<file path="config.mk">
export PLATFORM = sky130hd
export DESIGN_NAME = seq_addsub_unit_flat
export DESIGN_NICKNAME = d
export VERILOG_FILES = /design/src/rtl/addsub_pkg.sv /design/src/rtl/seq_addsub_unit_if.sv /design/src/rtl/addsub_slice.sv /design/src/rtl/seq_addsub_unit.sv /design/src/flat_wrapper.sv
export SDC_FILE = /design/constraint.sdc
export NUM_CORES = 1
export LEC_CHECK = 0
export CAP_MARGIN = 0
export CORE_MARGIN = 2
export CORE_UTILIZATION = 50
export CTS_CLUSTER_DIAMETER = 50
export DETAILED_ROUTE_END_ITERATION = 6
export GPL_TIMING_DRIVEN = 0
export PLACE_DENSITY = 0.82
export SLEW_MARGIN = 20
export SYNTH_ARGS = -nofsm -noshare
export SYNTH_HDL_FRONTEND = slang
export SYNTH_SLANG_ARGS = --single-unit
</file>
<file path="constraint.sdc">
create_clock -name clk -period 9.52 [get_ports clk]
set_input_delay 0.952 -clock clk [delete_from_list [all_inputs] [get_ports clk]]
set_output_delay 0.952 -clock clk [all_outputs]
set_load 0.05 [all_outputs]
</file>
<file path="src/rtl/addsub_pkg.sv">
// Shared types and constants for the sequential add/subtract unit.
// Holds the FSM encoding, the operation codes and a counter-width helper.
package addsub_pkg;

  typedef enum logic [1:0] {
    ST_IDLE = 2'd0,
    ST_RUN  = 2'd1,
    ST_DONE = 2'd2
  } state_t;

  localparam logic OP_ADD = 1'b0;
  localparam logic OP_SUB = 1'b1;

  // A single-slice configuration still needs a one-bit counter.
  function automatic int slice_cnt_w(input int n);
    return (n > 1) ? $clog2(n) : 1;
  endfunction

endpackage

</file>
<file path="src/rtl/seq_addsub_unit_if.sv">
// Operand/result handshake bundle for seq_addsub_unit.
// master = operand source and result sink, slave = the arithmetic unit.
interface seq_addsub_unit_if #(
  parameter int WIDTH = 32
);
  logic             in_valid;
  logic             in_ready;
  logic             sub;
  logic [WIDTH-1:0] A;
  logic [WIDTH-1:0] B;
  logic             Cin;
  logic             out_valid;
  logic             out_ready;
  logic [WIDTH-1:0] S;
  logic             Cout;
  logic             V;
  logic             Z;

  modport master (
    output in_valid, sub, A, B, Cin, out_ready,
    input  in_ready, out_valid, S, Cout, V, Z
  );

  modport slave (
    input  in_valid, sub, A, B, Cin, out_ready,
    output in_ready, out_valid, S, Cout, V, Z
  );
endinterface

</file>
<file path="src/rtl/addsub_slice.sv">
// SLICE-bit combinational ripple adder; zero latency, no flow control.
// cmsb exposes the carry into the slice MSB so the caller can derive signed overflow.
module addsub_slice #(
  parameter int SLICE = 8
) (
  input  logic [SLICE-1:0] a,
  input  logic [SLICE-1:0] b,
  input  logic             cin,
  output logic [SLICE-1:0] s,
  output logic             cout,
  output logic             cmsb
);

  logic [SLICE:0] c;

  always_comb begin
    s    = '0;
    c    = '0;
    c[0] = cin;
    for (int i = 0; i < SLICE; i++) begin
      s[i]   = a[i] ^ b[i] ^ c[i];
      c[i+1] = (a[i] & b[i]) | (c[i] & (a[i] ^ b[i]));
    end
  end

  assign cout = c[SLICE];
  assign cmsb = c[SLICE-1];

endmodule

</file>
<file path="src/rtl/seq_addsub_unit.sv">
// Multi-cycle A+B+Cin / A-B-Cin engine, SLICE bits per cycle LSB first; out_valid N+1 edges after accept.
// out_ready low holds DONE and all results indefinitely; in_ready is high only in IDLE.
module seq_addsub_unit
  import addsub_pkg::*;
#(
  parameter int WIDTH = 32,
  parameter int SLICE = 8
) (
  input  logic               clk,
  input  logic               rst_n,
  seq_addsub_unit_if.slave   bus
);

  localparam int             N    = WIDTH / SLICE;
  localparam int             CW   = slice_cnt_w(N);
  localparam logic [CW-1:0]  LAST = CW'(N - 1);

  state_t           state;
  logic [CW-1:0]    cnt;
  logic [WIDTH-1:0] a_q;
  logic [WIDTH-1:0] b_q;
  logic             carry_q;
  logic [WIDTH-1:0] s_q;
  logic [WIDTH-1:0] s_nxt;
  logic             cout_q;
  logic             v_q;
  logic             z_q;
  logic             in_ready_q;
  logic             out_valid_q;

  logic [SLICE-1:0] sl_a;
  logic [SLICE-1:0] sl_b;
  logic [SLICE-1:0] sl_s;
  logic             sl_cout;
  logic             sl_cmsb;

  assign sl_a = a_q[cnt*SLICE +: SLICE];
  assign sl_b = b_q[cnt*SLICE +: SLICE];

  addsub_slice #(.SLICE(SLICE)) u_slice (
    .a    (sl_a),
    .b    (sl_b),
    .cin  (carry_q),
    .s    (sl_s),
    .cout (sl_cout),
    .cmsb (sl_cmsb)
  );

  always_comb begin
    s_nxt                     = s_q;
    s_nxt[cnt*SLICE +: SLICE] = sl_s;
  end

  // Subtraction runs through the same adder as A + ~B + ~Cin, so Cout reads as NOT borrow.
  always_ff @(posedge clk or negedge rst_n) begin
    if (!rst_n) begin
      state       <= ST_IDLE;
      cnt         <= '0;
      a_q         <= '0;
      b_q         <= '0;
      carry_q     <= 1'b0;
      s_q         <= '0;
      cout_q      <= 1'b0;
      v_q         <= 1'b0;
      z_q         <= 1'b0;
      in_ready_q  <= 1'b1;
      out_valid_q <= 1'b0;
    end else begin
      case (state)
        ST_IDLE: begin
          if (bus.in_valid && in_ready_q) begin
            a_q        <= bus.A;
            b_q        <= (bus.sub == OP_ADD) ? bus.B : ~bus.B;
            carry_q    <= (bus.sub == OP_SUB) ? ~bus.Cin : bus.Cin;
            cnt        <= '0;
            in_ready_q <= 1'b0;
            state      <= ST_RUN;
          end
        end
        ST_RUN: begin
          s_q     <= s_nxt;
          carry_q <= sl_cout;
          cnt     <= cnt + 1'b1;
          if (cnt == LAST) begin
            cout_q <= sl_cout;
            v_q    <= sl_cmsb ^ sl_cout;
            cnt    <= '0;
            state  <= ST_DONE;
          end
        end
        ST_DONE: begin
          // First DONE cycle settles Z from the completed sum before presenting it.
          if (!out_valid_q) begin
            z_q         <= (s_q == '0);
            out_valid_q <= 1'b1;
          end else if (bus.out_ready) begin
            out_valid_q <= 1'b0;
            in_ready_q  <= 1'b1;
            state       <= ST_IDLE;
          end
        end
        default: begin
          state <= ST_IDLE;
        end
      endcase
    end
  end

  assign bus.in_ready  = in_ready_q;
  assign bus.out_valid = out_valid_q;
  assign bus.S         = s_q;
  assign bus.Cout      = cout_q;
  assign bus.V         = v_q;
  assign bus.Z         = z_q;

endmodule
</file>
<file path="src/flat_wrapper.sv">
// flat-port wrapper written by rule: the top's interface ports become plain ports
module seq_addsub_unit_flat import addsub_pkg::*;
#(
  parameter int WIDTH = 32,
  parameter int SLICE = 8
)
  (clk, rst_n, bus_in_valid, bus_sub, bus_A, bus_B, bus_Cin, bus_out_ready, bus_in_ready, bus_out_valid, bus_S, bus_Cout, bus_V, bus_Z);
  seq_addsub_unit_if #(.WIDTH(WIDTH)) bus_i ();
  input  logic clk;
  input  logic rst_n;
  input wire logic [$bits(bus_i.in_valid)-1:0] bus_in_valid;
  input wire logic [$bits(bus_i.sub)-1:0] bus_sub;
  input wire logic [$bits(bus_i.A)-1:0] bus_A;
  input wire logic [$bits(bus_i.B)-1:0] bus_B;
  input wire logic [$bits(bus_i.Cin)-1:0] bus_Cin;
  input wire logic [$bits(bus_i.out_ready)-1:0] bus_out_ready;
  output wire logic [$bits(bus_i.in_ready)-1:0] bus_in_ready;
  output wire logic [$bits(bus_i.out_valid)-1:0] bus_out_valid;
  output wire logic [$bits(bus_i.S)-1:0] bus_S;
  output wire logic [$bits(bus_i.Cout)-1:0] bus_Cout;
  output wire logic [$bits(bus_i.V)-1:0] bus_V;
  output wire logic [$bits(bus_i.Z)-1:0] bus_Z;
  assign bus_i.in_valid = bus_in_valid;
  assign bus_i.sub = bus_sub;
  assign bus_i.A = bus_A;
  assign bus_i.B = bus_B;
  assign bus_i.Cin = bus_Cin;
  assign bus_i.out_ready = bus_out_ready;
  assign bus_in_ready = bus_i.in_ready;
  assign bus_out_valid = bus_i.out_valid;
  assign bus_S = bus_i.S;
  assign bus_Cout = bus_i.Cout;
  assign bus_V = bus_i.V;
  assign bus_Z = bus_i.Z;
  seq_addsub_unit #(.WIDTH(WIDTH), .SLICE(SLICE)) u_core (.clk(clk), .rst_n(rst_n), .bus(bus_i));
endmodule
</file>
==> results of run 1 <==
## power by group through the flow
stage	clock network, mW	registers (mW)	logic (mW)
2_1_floorplan	0	0.941	0.735
3_3_place_gp	0	0.774	1.29
3_5_place_dp	0	0.790	1.32
4_1_cts	0.314	0.780	1.33
5_1_grt	0.331	0.804	1.42
6_report	0.311	0.781	1.32
## worst register-to-register path, stage by stage, from the launching register on
cell and delay, ns:
dfrtp_1 0.40, clkbuf_1 0.51, buf_2 0.39, mux4_2 0.25
inv_1 0.05, fa_1 0.39, fa_1 0.41, fa_1 0.39
fa_1 0.39, fa_1 0.39, fa_1 0.37, inv_1 0.08
fa_1 0.25, fa_1 0.51, a22o_2 0.26
## how the worst max path moves through the flow
stage	start	endpoint	slack (ns)	depth (start not counted)
3_3_place_gp	rst_n	u_core.b_q[6]	3.79	1
4_1_cts	u_core.cnt[1]	u_core.bus.S[23]	4.36	14
2_1_floorplan	u_core.cnt[1]	u_core.bus.S[23]	5.04	14
3_5_place_dp	u_core.cnt[1]	u_core.bus.S[23]	4.39	14
5_1_grt	u_core.cnt[1]	u_core.bus.S[23]	4.14	14
6_report	u_core.cnt[1]	u_core.bus.S[23]	4.38	14
## layer usage
metal | up-vias | global-route usage (%) | routed length, um
li1 | 1660 | - | -
met1 | 1777 | 28.3 | 4740
met2 | 159 | 38.4 | 5850
met3 | 22 | 3.49 | 745
met4 | 0 | 9.05 | 279
met5 | - | 0 | 0
## synth_stat cells, drive strengths merged (2+ instances only)
| cell | n |
|---|---|
| a21oi | 32 |
| a22o | 9 |
| buf | 20 |
| dfrtp | 105 |
| fa | 8 |
| ha | 6 |
| inv | 17 |
| mux2 | 34 |
| mux4 | 16 |
| nand2 | 31 |
| nand2b | 3 |
| nand3b | 5 |
| nand4 | 2 |
| nor2 | 33 |
| nor3 | 3 |
| nor4 | 9 |
| o21ai | 26 |
| or2b | 2 |
| or3 | 3 |
| xnor2 | 33 |
## registers in the layout, indices dropped and copies added, names as in the netlist, 2 cells and up
register      flops
u_core.a_q       32
u_core.b_q       32
u_core.bus.S     32
u_core.cnt        2
u_core.state      2
## cell type report
class	count	area (um^2)	area share (%)
Sequential cell	106	2650	40.4
Multi-Input combinational cell	266	2250	34.2
Timing Repair Buffer	106	1080	16.4
Tap cell	133	166	2.53
Buffer	21	141	2.15
Clock buffer	9	124	1.88
Clock inverter	7	101	1.54
Inverter	17	63.8	0.970
## logic make-up after synthesis
kind of cell / Yosys count / share of synthesized area (%)
multiplexers: 50 / 14.6
XOR/XNOR: 34 / 5.83
adder cells (fa/ha/maj): 14 / 4.61
flip-flops: 106 / 52.0
buffers and inverters: 38 / 4.02
AND/OR/NAND/NOR: 96 / 10.2
AO/OA/AOI/OAI: 72 / 8.75
## stage by stage
step / instances / hold slack, ns / utilization, %
3_3_place_gp: 648 / 0.482 / 64.1
6_report: 665 / 0.426 / 66.7
5_1_grt: 665 / 0.436 / 66.7
3_5_place_dp: 649 / 0.490 / 64.4
4_1_cts: 665 / 0.426 / 66.7
2_1_floorplan: 410 / 0.475 / -
==> metrics, run 1 <==
R2R cell count=14; crit path cell chain=clkbuf_1, buf_2, mux4_2, inv_1, fa_1, fa_1, fa_1, fa_1, fa_1, fa_1, inv_1, fa_1, fa_1, a22o_2; Hold WC Path Type=input pin to asynchronous set/reset pin; # rows=36; H-tree levels=3; top_reg_cell synth=dfrtp_1; Initial DRC Count=127; global route overflow=0; Placed Area=0.00635 mm^2; vias in the first global route=3861; max-slew violation count=0; switching share of total power=43.7%; share of the synthesized area in the top cell type=51.5%; Worst EP required=9.78 ns; first-pass GRT wire length=19.2 mm; Setup crit start kind=flip-flop; die area=0.0110 mm^2; Final period util=54.0%; Worst-Skew Late Latency=0.37 ns; syn_area_per_cell=12.5 um^2; Reg clk slew, reported paths=0.10 ns; Seq cells post-synth=106; syn nets=494; largest net degree at the start of global routing=82; largest cells by area after synthesis=dfrtp_1, mux2_2, mux4_2, xnor2_1, a21oi_1; Critical R2R Launch=u_core.cnt[1]; global-route usage over all layers=22.3%; final-stage net count=611; Die Width=105 um; Placeable Area=0.00986 mm^2; CTS Buf Count=9; Die Ht=105 um; critical path's largest stage delay=0.51 ns; Internal=1.36 mW; CTS sink cnt=106; final worst slack=4.38 ns; clock share of power=12.9%; synthesized cell area=0.00510 mm^2; I/O pins=107; CTS Root Cell=clkbuf_8; Final HPWL DP=8.79 mm; Avg WL per Cell=17.5 um; ANT cells=0; CP dominant cell by count=fa_1; Placer Congestion=0.818; initial antenna violation count=0; Slew HR=57.7%; fraction of registers with async set/reset=100%; Net Switching=1.05 mW; IO buf count=105; Initial Utilization=51.8%; post-synthesis cell count=410; layout cells sized above 1=20.9%; most frequent cells in the layout=dfrtp_1, clkdlybuf4s50_1, mux2_2; status=completed; Post-route DRC=0; WL final=11.6 mm; final hold vios=0; hold_buf cts=0; Pwr Total=2.41 mW; RSZ-0062 raised after global routing=no; Layout fillers=764; maximum clock frequency=195 MHz; via count=3618; post-synth top area cell=dfrtp_1; Reg2Reg Setup Slack=4.38 ns; crit-path leading delay family=adder cells; min cycle time layout=5.14 ns; Crit-path slowest cell=clkbuf_1; Setup CP Type=flip-flop to flip-flop; Buf/Inv on CP=4; number of post-CTS setup repair buffers=0; EDFF count, synth=0; Least-Margin Pin Slew=0.635 ns; Leakage=2.86 nW; sequential cell area fraction in the yosys report=52.0%; sequential share of power=32.4%; commonest non-fill, non-tap cell in the layout=dfrtp_1; design area=0.00658 mm^2; Area Overhead vs Synth=28.8%; Final ANT Viol Nets=0; Synth cell types=41; Setup crit end kind=flip-flop; CP arrival=5.40 ns; Max-Cap Viols=0; Max Fanout on Critical Path=10; CTS tree=done; skew final=0.0110 ns; # setup viols final=0; Longest Clk Path Bufs=2; drt pass-1 iters=4; Post-Place Setup Slack=4.39 ns; Max VDD drop=0.000252 V; warnings from Yosys=0; Pwr per Cell Area=366 mW/mm^2; R2R Path End=u_core.bus.S[23]; Logic pwr share=54.7%; setup TNS=0 ns; Via density=5.44; post-CTS resize count=0
No activity file was read; power rests on OpenSTA's default activity.
==> inputs of run 2 (changes only) <==
Settings changed: CORE_UTILIZATION 50 to 46, PLACE_DENSITY 0.82 to 0.8.
Clock period 9.52 ns to 4.2 ns, I/O delays scaled along.
==> run 2 against run 1 <==
Effect of this change:
- clock power up 93%
- hold slack improved by 0.044 ns
- core utilization shrank 5.1 points
- routed wire length rose by 3.2%
- final area is 1.5% higher
- power grew 130%
- largest cell class unchanged
- critical path depth shrank 1
- first-iteration DRC count increased by 46%
==> metrics, run 2 (synthesis results as in run 1) <==
Die Width=109 um (was 105 um); maximum clock frequency=244 MHz (was 195 MHz); Slew HR=65.9% (was 57.7%); Reg2Reg Setup Slack=0.10 ns (was 4.38 ns); CTS sink cnt=106 (unchanged); Worst-Skew Late Latency=0.36 ns (was 0.37 ns); Leakage=2.89 nW (was 2.86 nW); IO buf count=105 (unchanged); DR WL met2=6.06 mm (was 5.85 mm); final-stage net count=623 (was 611); die area=0.0120 mm^2 (was 0.0110 mm^2); Setup crit start kind=flip-flop (unchanged); first-pass GRT wire length=19.5 mm (was 19.2 mm); Initial Utilization=47.1% (was 51.8%); Area Overhead vs Synth=30.8% (was 28.8%); Hold WC Path Type=input pin to flip-flop (was input pin to asynchronous set/reset pin); layout cells sized above 1=24.3% (was 20.9%); highest metal used=met4 (unchanged); WL final=12.0 mm (was 11.6 mm); Setup CP Type=flip-flop to flip-flop (unchanged); skew final=0.0102 ns (was 0.0110 ns); Final ANT Viol Nets=0 (unchanged); Reg clk slew, reported paths=0.10 ns (about the same); status=completed (unchanged); Post-Route M1 WL=4.99 mm (was 4.74 mm); Pwr Total=5.61 mW (was 2.41 mW); # setup viols final=0 (unchanged); most frequent cells in the layout=clkdlybuf4s50_1, dfrtp_1, mux2_2 (was dfrtp_1, clkdlybuf4s50_1, mux2_2); placed cells=656 (was 649); final hold vios=0 (unchanged); drt pass-1 iters=5 (was 4); Via density=5.45 (was 5.44); I/O pins=107 (unchanged); Max VDD drop=0.000567 V (was 0.000252 V); met3 routed WL=700 um (was 745 um); global route overflow=0 (unchanged); Max Fanout on Critical Path=6 (was 10); global-route usage over all layers=21.7% (was 22.3%); CTS tree=done (unchanged); Post-Place Setup Slack=-0.300 ns (was 4.39 ns); H-tree levels=3 (unchanged); # rows=38 (was 36); final worst slack=0.104 ns (was 4.38 ns); Final HPWL DP=8.96 mm (was 8.79 mm); Final period util=97.5% (was 54.0%); initial antenna violation count=0 (unchanged); Initial DRC Count=186 (was 127); max-slew violation count=0 (unchanged); CP arrival=4.35 ns (was 5.40 ns); Worst EP required=4.45 ns (was 9.78 ns); ANT cells=0 (unchanged); Die Ht=109 um (was 105 um); Layout Cells excl Fill=684 (was 665); Pwr per Cell Area=841 mW/mm^2 (was 366 mW/mm^2); Post-route DRC=0 (unchanged); Setup crit end kind=flip-flop (unchanged); Placeable Area=0.0108 mm^2 (was 0.00986 mm^2); Max-Cap Viols=0 (unchanged); via count=3725 (was 3618); CTS Buf Count=9 (unchanged); RSZ-0062 raised after global routing=yes (was no); vias in the first global route=3843 (was 3861); Placer Congestion=0.824 (was 0.818); largest net degree at the start of global routing=60 (was 82); Longest Clk Path Bufs=2 (unchanged); commonest non-fill, non-tap cell in the layout=clkdlybuf4s50_1 (was dfrtp_1); Least-Margin Pin Slew=0.510 ns (was 0.635 ns); min cycle time layout=4.10 ns (was 5.14 ns); CTS Root Cell=clkbuf_8 (unchanged); Avg WL per Cell=17.5 um (about the same)
[run 2: final cells by class]
type	instances	area (um^2)
Inverter	17	63.8
Sequential cell	106	2660
Clock inverter	1	7.51
Clock buffer	15	176
Multi-Input combinational cell	266	2270
Tap cell	140	175
Fill cell	881	4170
Buffer	19	143
Timing Repair Buffer	120	1190
[run 2: worst paths after layout]
check	endpoint	cells after the start	start
min in group asynchronous	u_core.bus.S[1]	2	rst_n
max in group asynchronous	u_core.bus.in_ready	3	rst_n
hold / removal	u_core.b_q[1]	3	bus_sub
setup / recovery	u_core.bus.S[23]	13	u_core.cnt[1]
hold reg to reg	u_core.a_q[30]	1	u_core.a_q[30]
setup reg to reg	u_core.bus.S[23]	13	u_core.cnt[1]
[run 2: critical path: stages, from the launching register on]
cell and delay [ns]:
dfrtp_2 0.49, buf_8 0.15, mux4_2 0.20, inv_1 0.05, fa_2 0.33, fa_2 0.35, fa_2 0.35, fa_2 0.34
fa_2 0.34, fa_2 0.34, inv_2 0.06, fa_2 0.24, fa_2 0.50, a22o_2 0.22
[run 2: repair_timing]
action	CTS	global route
gates resized for setup	11	1
hold buffers	1	0
buffers inserted	11	2
hold endpoints to repair	35	0
pin swaps	4	6
setup endpoints to repair	9	4
gates cloned	0	0
[run 2: power by group]
part           total, mW  leakage [nW]  switching, mW  internal, mW
combinational       3.23          1.47           1.79          1.45
clock              0.599        0.0900          0.333         0.266
sequential          1.78          1.33          0.308          1.47
total               5.61          2.89           2.43          3.19
[run 2: per-layer routing]
layer,GRT usage (%),up-vias
met1,29.3,1889
li1,-,1683
met2,36.4,134
met5,0,-
met4,6.60,0
met3,3.38,19
[run 2: per-stage QoR]
stage                     setup TNS (ns)  cell area, um^2  hold slack (ns)  utilization [%]
after floorplan                        0             5130            0.124                -
after global placement           -104.34             6360            0.473             58.6
after detailed placement           -1.20             6380            0.382             58.9
after CTS                        -0.0311             6690            0.478             61.7
after global routing                   0             6680            0.491             61.6
final                                  0             6680            0.470             61.6
